File: src/rtl/uart_tx_arbiter.sv
// Shares one UART TX serializer between NREQ byte sources. Grants are round-robin,
// and a source that has sent a byte keeps the line until it sends LOCK_CHAR or goes idle.
module uart_tx_arbiter #(
   parameter int         NREQ         = 2,
   parameter logic [7:0] LOCK_CHAR    = 8'h0A,
   parameter int         LOCK_TIMEOUT = 4096,
   localparam int        GW           = (NREQ > 1) ? $clog2(NREQ) : 1
) (
   input  logic              clk,
   input  logic              resetn,
   input  logic [NREQ-1:0]   req_valid,
   input  logic [8*NREQ-1:0] req_data,
   output logic [NREQ-1:0]   req_ack,
   output logic              tx_start,
   output logic [7:0]        tx_data,
   input  logic              tx_busy,
   output logic [GW-1:0]     grant_id,
   output logic              locked,
   output logic [1:0]        dbg_state,
   output logic [GW-1:0]     dbg_rr_ptr
);

   // Requester handshake: req_valid[k] high with req_data[k] held stable until the
   // one-cycle req_ack[k] pulse, which follows the edge that captured the byte.
   localparam logic [1:0] S_IDLE    = 2'd0;
   localparam logic [1:0] S_START   = 2'd1;
   localparam logic [1:0] S_WAIT_HI = 2'd2;
   localparam logic [1:0] S_WAIT_LO = 2'd3;
   localparam int         TW        = $clog2(LOCK_TIMEOUT) + 1;

   logic [1:0]      state;
   logic [GW-1:0]   rr_ptr;
   logic [TW-1:0]   idle_cnt;
   logic            hi_cnt;
   logic [NREQ-1:0] eligible;
   logic [GW-1:0]   scan_idx;
   logic [GW-1:0]   winner;
   logic            found;
   logic [7:0]      win_data;
   logic            arb_slot;
   logic            grant;

   function automatic logic [GW-1:0] wrap_inc(input logic [GW-1:0] v);
      return (int'(v) == NREQ - 1) ? '0 : v + GW'(1);
   endfunction

   always_comb begin
      eligible = locked ? (req_valid & (NREQ'(1) << grant_id)) : req_valid;
      found    = 1'b0;
      winner   = '0;
      scan_idx = '0;
      for (int i = 0; i < NREQ; i++) begin
         scan_idx = GW'((int'(rr_ptr) + i) % NREQ);
         if (!found && eligible[scan_idx]) begin
            found  = 1'b1;
            winner = scan_idx;
         end
      end
      win_data = req_data[{winner, 3'b000} +: 8];
   end

   // The cycle tx_busy falls in WAIT_LO already behaves as IDLE, so back-to-back
   // bytes leave only one idle cycle after the stop bit.
   assign arb_slot = (state == S_IDLE) || (state == S_WAIT_LO && !tx_busy);
   assign grant    = arb_slot && !tx_busy && found;

   always_ff @(posedge clk or negedge resetn) begin
      if (!resetn) begin
         state    <= S_IDLE;
         tx_start <= 1'b0;
         tx_data  <= '0;
         req_ack  <= '0;
         grant_id <= '0;
         locked   <= 1'b0;
         rr_ptr   <= '0;
         idle_cnt <= '0;
         hi_cnt   <= 1'b0;
      end else begin
         tx_start <= 1'b0;
         req_ack  <= '0;
         if (grant) begin
            tx_start <= 1'b1;
            req_ack  <= NREQ'(1) << winner;
            tx_data  <= win_data;
            grant_id <= winner;
            idle_cnt <= '0;
            state    <= S_START;
            if (win_data == LOCK_CHAR) begin
               locked <= 1'b0;
               rr_ptr <= wrap_inc(winner);
            end else begin
               locked <= 1'b1;
            end
         end else begin
            if (locked && arb_slot && !req_valid[grant_id]) begin
               if (idle_cnt == TW'(LOCK_TIMEOUT - 1)) begin
                  locked   <= 1'b0;
                  rr_ptr   <= wrap_inc(grant_id);
                  idle_cnt <= '0;
               end else begin
                  idle_cnt <= idle_cnt + 1'b1;
               end
            end
            case (state)
               S_START: begin
                  state  <= S_WAIT_HI;
                  hi_cnt <= 1'b0;
               end
               // A serializer that never raises busy must not hang the arbiter.
               S_WAIT_HI: begin
                  if (tx_busy) state <= S_WAIT_LO;
                  else if (hi_cnt) state <= S_IDLE;
                  else hi_cnt <= 1'b1;
               end
               S_WAIT_LO: begin
                  if (!tx_busy) state <= S_IDLE;
               end
               default: ;
            endcase
         end
      end
   end

   assign dbg_state  = state;
   assign dbg_rr_ptr = rr_ptr;

endmodule
File: config.mk
export PLATFORM = sky130hd
export DESIGN_NAME = uart_tx_arbiter
export DESIGN_NICKNAME = d
export VERILOG_FILES = /design/src/rtl/uart_tx_arbiter.sv
export SDC_FILE = /design/constraint.sdc
export NUM_CORES = 1
export LEC_CHECK = 0
export ABC_AREA = 1
export ABC_CLOCK_PERIOD_IN_PS = 4390
export BUFFER_PORTS_ARGS = -buffer_cell sky130_fd_sc_hd__buf_2
export CAP_MARGIN = 20
export CELL_PAD_IN_SITES_DETAIL_PLACEMENT = 0
export CELL_PAD_IN_SITES_GLOBAL_PLACEMENT = 1
export CORE_ASPECT_RATIO = 1.75
export CORE_UTILIZATION = 43
export DETAILED_ROUTE_END_ITERATION = 8
export PLACE_DENSITY_LB_ADDON = 0.1
export SYNTH_ARGS = -nofsm -noshare
export SYNTH_HDL_FRONTEND = slang
export SYNTH_SLANG_ARGS = --single-unit
File: constraint.sdc
create_clock -name clk -period 4.39 [get_ports clk]
set_input_delay 0.439 -clock clk [delete_from_list [all_inputs] [get_ports clk]]
set_output_delay 0.439 -clock clk [all_outputs]
set_load 0.03 [all_outputs]
Word level (Yosys, flattened, before mapping):

Cells that the tools add are included.

* register bits: 30
* bits of input ports: 21
* word-level logic and storage cells: 82

* $add $sub $neg: 4
* magnitude comparators: 3
* equal/unequal tests: 9
* shifts and indexed selects: 3
* mux-type cells: 33
* bitwise logic cells: 2
* reduce and logical (&&, ||, !) cells: 19

Operators with widths (count)
* 2-to-1 mux 13 bit: 3
* 2-to-1 mux 1 bit: 22
* indexed part select 16 x 5 -> 8 bit: 1
* adder 13 x 1 -> 13 bit, second input constant: 1
* equality test 13 x 12 -> 1 bit, second input constant: 1
* 2-to-1 mux 2 bit: 6
* AND reduction 3 bit: 3
* equality test 8 x 4 -> 1 bit, second input constant: 1
* logical AND 1 bit: 6
* less-than comparator 1 x 2 -> 1 bit, second input constant: 3
* one-hot mux 2 bit (3 select lines): 1
* nonzero test 2 bit: 3
* equality test 2 bit, second input constant: 2
* inequality test 4 bit, second input constant: 1
* nonzero test 4 bit: 1
* << shifter 1 x 1 -> 2 bit, first input constant: 2
* adder 1 bit, second input constant: 3
* logical NOT 1 bit: 3
* inequality test 3 bit, second input constant: 1
* AND 2 bit: 1
* equality test 2 x 1 -> 1 bit, second input constant: 1
* logical NOT 2 bit: 1
* inequality test 2 x 1 -> 1 bit, second input constant: 1
* inequality test 2 bit, second input constant: 1
* 4 further kinds: 4

Longest topological paths before layout:

* depth after elaboration: 13
* mapped depth: 13

Worst setup path after synthesis:

OpenSTA, ideal clock, no wires.

* path kind: reg-to-reg
* from: register state[1] (netlist: dbg_state[1])
* to: register idle_cnt[5]
* setup time: 0.123 ns
* arrival: 1.612 ns
* required time: 4.267 ns
* setup slack: 2.654 ns
* cell stages (with the launch flop): 10
* path buffers: 1
* clock period less this slack: 1.736 ns
* cells stage by stage: dfrtp_1 -> ha_1 -> inv_2 -> o21bai_2 -> nand3_2 -> nand2_2 -> buf_6 -> nand3_2 -> o21ai_0 -> a21oi_1

* longest elaborated chain between the ends: 6
* elaborated cells between the ends (all ways): 10

Ends and longest elaborated chain
* from (decl): RTL line 31 `logic [1:0] state;`
* from (signal assigned): RTL line 69 `state <= S_IDLE;`
* from (signal assigned): RTL line 87 `state <= S_START;`
* from (signal assigned): RTL line 106 `state <= S_WAIT_HI;`
* equality test 2 bit: RTL line 64 `assign arb_slot = (state == S_IDLE) || (state == S_WAIT_LO && !tx_busy);`
* logical AND 1 bit: RTL line 64
* logical OR 1 bit *: RTL line 64
* logical AND 1 bit (on tied branches) (2 in series): RTL line 65, 95
* 2-to-1 mux 13 bit or nonzero test 2 bit (tied branches)
* to (signal assigned): RTL line 101 `idle_cnt <= idle_cnt + 1'b1;`
* to (decl): RTL line 33 `logic [TW-1:0] idle_cnt;`

Every way passes the cells marked *; elsewhere a longest branch is shown, timed or not.
A chain may end at the register's enable or synchronous reset.

Worst setup path in the final report:

* from: register state[1] (netlist: dbg_state[1])
* to: register rr_ptr (netlist: dbg_rr_ptr)

* longest elaborated chain between the ends: 7
* elaborated cells between the ends (all ways): 13

Ends and longest elaborated chain
* equality test 2 bit: RTL line 64
* logical AND 1 bit: RTL line 64
* logical OR 1 bit *: RTL line 64
* logical AND 1 bit (on tied branches) (2 in series): RTL line 65, 95
* inequality test 2 x 1 -> 1 bit (no source line) or nonzero test 2 bit (tied branches)
* AND reduction 3 bit (no source line)
* to (signal assigned): RTL line 90 `rr_ptr <= wrap_inc(winner);`
* to (signal assigned): RTL line 98 `rr_ptr <= wrap_inc(grant_id);`
* to (decl): RTL line 32 `logic [GW-1:0] rr_ptr;`

Marked as above.

==> flow_metrics.env <==
export IMPL_status="finished, final reports clean"
export IMPL_cts_root_buf="clkbuf_8"
export IMPL_cts_buffers_inserted=5
export IMPL_ys_warn_count=0
export IMPL_gp_congestion=0.752
export IMPL_ys_seq_area_frac=0.434
export IMPL_rows=30
export IMPL_critical_path_buf_inv_count=2
export IMPL_rsz0062_at_grt="false"
export IMPL_drtPass1Iterations=4
export IMPL_die_area_sq_um=4290
export IMPL_p_sw_frac=0.466
export IMPL_crit_type="reg -> reg"
export IMPL_irDropWorstVdd_mv=0.388
export IMPL_reg2reg_slack_ns=2.27
export IMPL_hold_buffers=0
export IMPL_synth_top_cells_by_area="dfrtp_1 43%, nand2_1 12%, inv_1 4.6%, ha_1 3.6%, nand3_2 3.5%"
export IMPL_grt_use_total=0.204
export IMPL_antenna_found_initial=0
export IMPL_startpoint_type="flip-flop"
export IMPL_fmax_ghz=0.472
export IMPL_synthArstFlopShare=1.00
export IMPL_post_cts_buffers=0
export IMPL_cts_sinks=30
export IMPL_fp_dieW_microns=50.0
export IMPL_slowest_stage="dfrtp_1"
export IMPL_overflow=0
export IMPL_synth_most_common_cell="nand2_1"
export IMPL_comb_power_share=0.480
export IMPL_drc=0
export IMPL_report_final_slew_viol_count=0
export IMPL_finalInstanceArea_sq_um=2030
export IMPL_synth_commonest_cells="56 x nand2_1, 30 x dfrtp_1, 21 x inv_1, 12 x nor2_1"
export IMPL_ys_flop_type="dfrtp_1"
export IMPL_portBuffers=36
export IMPL_dp_hpwl_microns=2880
export IMPL_cts_tree="done"
export IMPL_die_h_microns=85.9
export IMPL_drive_gt1_frac=0.293
export IMPL_fin_nets=274
export IMPL_yosysUniqueCellTypes=34
export IMPL_internal_power_mw=0.696
export IMPL_postSynthAreaPerCell_sq_um=8.32
export IMPL_period_share=0.483
export IMPL_syn_area_sq_um=1730
export IMPL_p_leak_nw=1.10
export IMPL_rr_worst_depth=10
export IMPL_clkLatencyLatePin_ns=0.28
export IMPL_synth_net_count=234
export IMPL_hold_viol_final=0
export IMPL_power_mw=1.30
export IMPL_max_cap_viol_count=0
export IMPL_rr_endpoint="dbg_rr_ptr"
export IMPL_max_stage_delay_ns=0.42
export IMPL_drtIter0Drc=11
export IMPL_fin_tns_setup_ns=0
export IMPL_cts_resized_gates=0
export IMPL_worst_ep_required_time_ns=4.57
export IMPL_layout_min_cycle_time_ns=2.12
export IMPL_crit_top_cell="nand2_1"
export IMPL_syn_to_final_growth_pct=17.6
export IMPL_yosysTopAreaCellShare=0.434
export IMPL_via_count=1451
export IMPL_cts_htree_levels=2
export IMPL_setup_violations_final=0
export IMPL_viasPerCell=4.89
export IMPL_grt_pass1_vias=1459
export IMPL_p_seq_frac=0.344
export IMPL_synth_edf_count=0
export IMPL_finClkSkew_ns=0.00183
export IMPL_synth_cells=208
export IMPL_final_cells=297
export IMPL_fin_worst_hold_slack_ns=0.191
export IMPL_r2r_start="dbg_state[1]"
export IMPL_endpoint_kind="flip-flop"
export IMPL_ant_nets=0
export IMPL_core_sq_um=3870
export IMPL_diodes=0
export IMPL_worst_pin_slew_ns=0.679
export IMPL_path_delay_family="simple AND/OR/NAND/NOR gates"
export IMPL_worstPathCellList="ha_1 > inv_2 > o21bai_2 > nand3_2 > nand2_2 > nand2_1 > inv_2 > nand2_1 > nand2_1 > nand2_1"
export IMPL_placement_cell_area_sq_um=1940
export IMPL_clock_tree_buffer_depth=2
export IMPL_yosysTopAreaCell="dfrtp_1"
export IMPL_initial_core_util=0.448
export IMPL_wl_per_cell_microns=12.7
export IMPL_cp_max_fo=22
export IMPL_slew_limit_headroom=0.547
export IMPL_holdCritPathClass="in -> async"
export IMPL_p_switching_mw=0.606
export IMPL_synth_seq_cells=30
export IMPL_grt_max_degree=31
export IMPL_io_pins=37
export IMPL_power_frac_clock=0.176
export IMPL_p_per_area_nw_per_um2=640
export IMPL_grt_pass1_wl_microns=6510
export IMPL_dp_cells=289
export IMPL_crit_arrival_ns=2.30
export IMPL_wirelength_microns=3770
export IMPL_cts_reportedPaths_clkPinSlew_ns=0.06
power groups by stage:
stage               Sequential (mW)  Combinational [mW]  Clock [mW]
detailed placement            0.453               0.633           0
finish                        0.448               0.625       0.230
floorplan                     0.561               0.367           0
global placement              0.453               0.628           0
global route                  0.460               0.708       0.248
CTS                           0.449               0.634       0.239
sequential cells by signal (all words and copies together) (netlist names):
signal and count:
dbg_rr_ptr 1, dbg_state 2, grant_id 1, hi_cnt 1
idle_cnt 13, locked 1, req_ack 2, tx_data 8
tx_start 1
how the worst max path moves through the flow:
| stage | from | to | slack, ns | cells after the start |
|---|---|---|---|---|
| 6_report | dbg_state[1] | dbg_rr_ptr | 2.27 | 10 |
| 5_1_grt | dbg_state[1] | dbg_rr_ptr | 1.98 | 10 |
| 4_1_cts | dbg_state[1] | dbg_rr_ptr | 2.26 | 10 |
| 3_5_place_dp | dbg_state[1] | dbg_rr_ptr | 2.27 | 10 |
| 3_3_place_gp | dbg_state[1] | dbg_rr_ptr | 2.32 | 10 |
| 2_1_floorplan | dbg_state[1] | idle_cnt[5] | 2.65 | 9 |
layout make-up:
cell class / count / area, sq um
clock buffers: 7 / 86.3
flip-flops and latches: 30 / 751
clock inverters: 1 / 5.00
inverters: 29 / 109
fillers: 387 / 1830
repair buffers: 36 / 180
well taps: 48 / 60.1
multi-input cells: 146 / 843
stage by stage:
| stage | utilization | setup slack, ns |
|---|---|---|
| floorplan | - | 2.65 |
| global placement | 0.503 | 2.32 |
| detailed placement | 0.503 | 2.27 |
| CTS | 0.526 | 2.26 |
| global route | 0.526 | 1.98 |
| finish | 0.526 | 2.27 |
metal layers:
| metal | GRT usage | wire [microns] |
|---|---|---|
| met5 | 0 | 0 |
| met4 | 0.127 | 139 |
| met3 | 0.0426 | 137 |
| met2 | 0.366 | 2040 |
| met1 | 0.208 | 1460 |
cells in the final DEF, fill, tap and decap left out, drive strengths merged:
cell type  count
a21oi          8
a31oi          2
and3           2
buf           36
clkbuf         7
clkinv         2
dfrtp         30
ha             5
inv           28
mux2i          1
nand2         64
nand3         16
nand3b         5
nand4          3
nor2          13
nor3           4
o21a           1
o21ai         13
o21bai         1
o31ai          2
or2            1
xnor2          4
xor2           1
cell families after synthesis:
group | share of synthesized area
flops | 0.434
compound gates | 0.0904
simple gates | 0.330
mux | 0.00578
buf+inv | 0.0788
fa+ha+maj | 0.0362
xor+xnor | 0.0253
(Power assumes the default switching activity.)
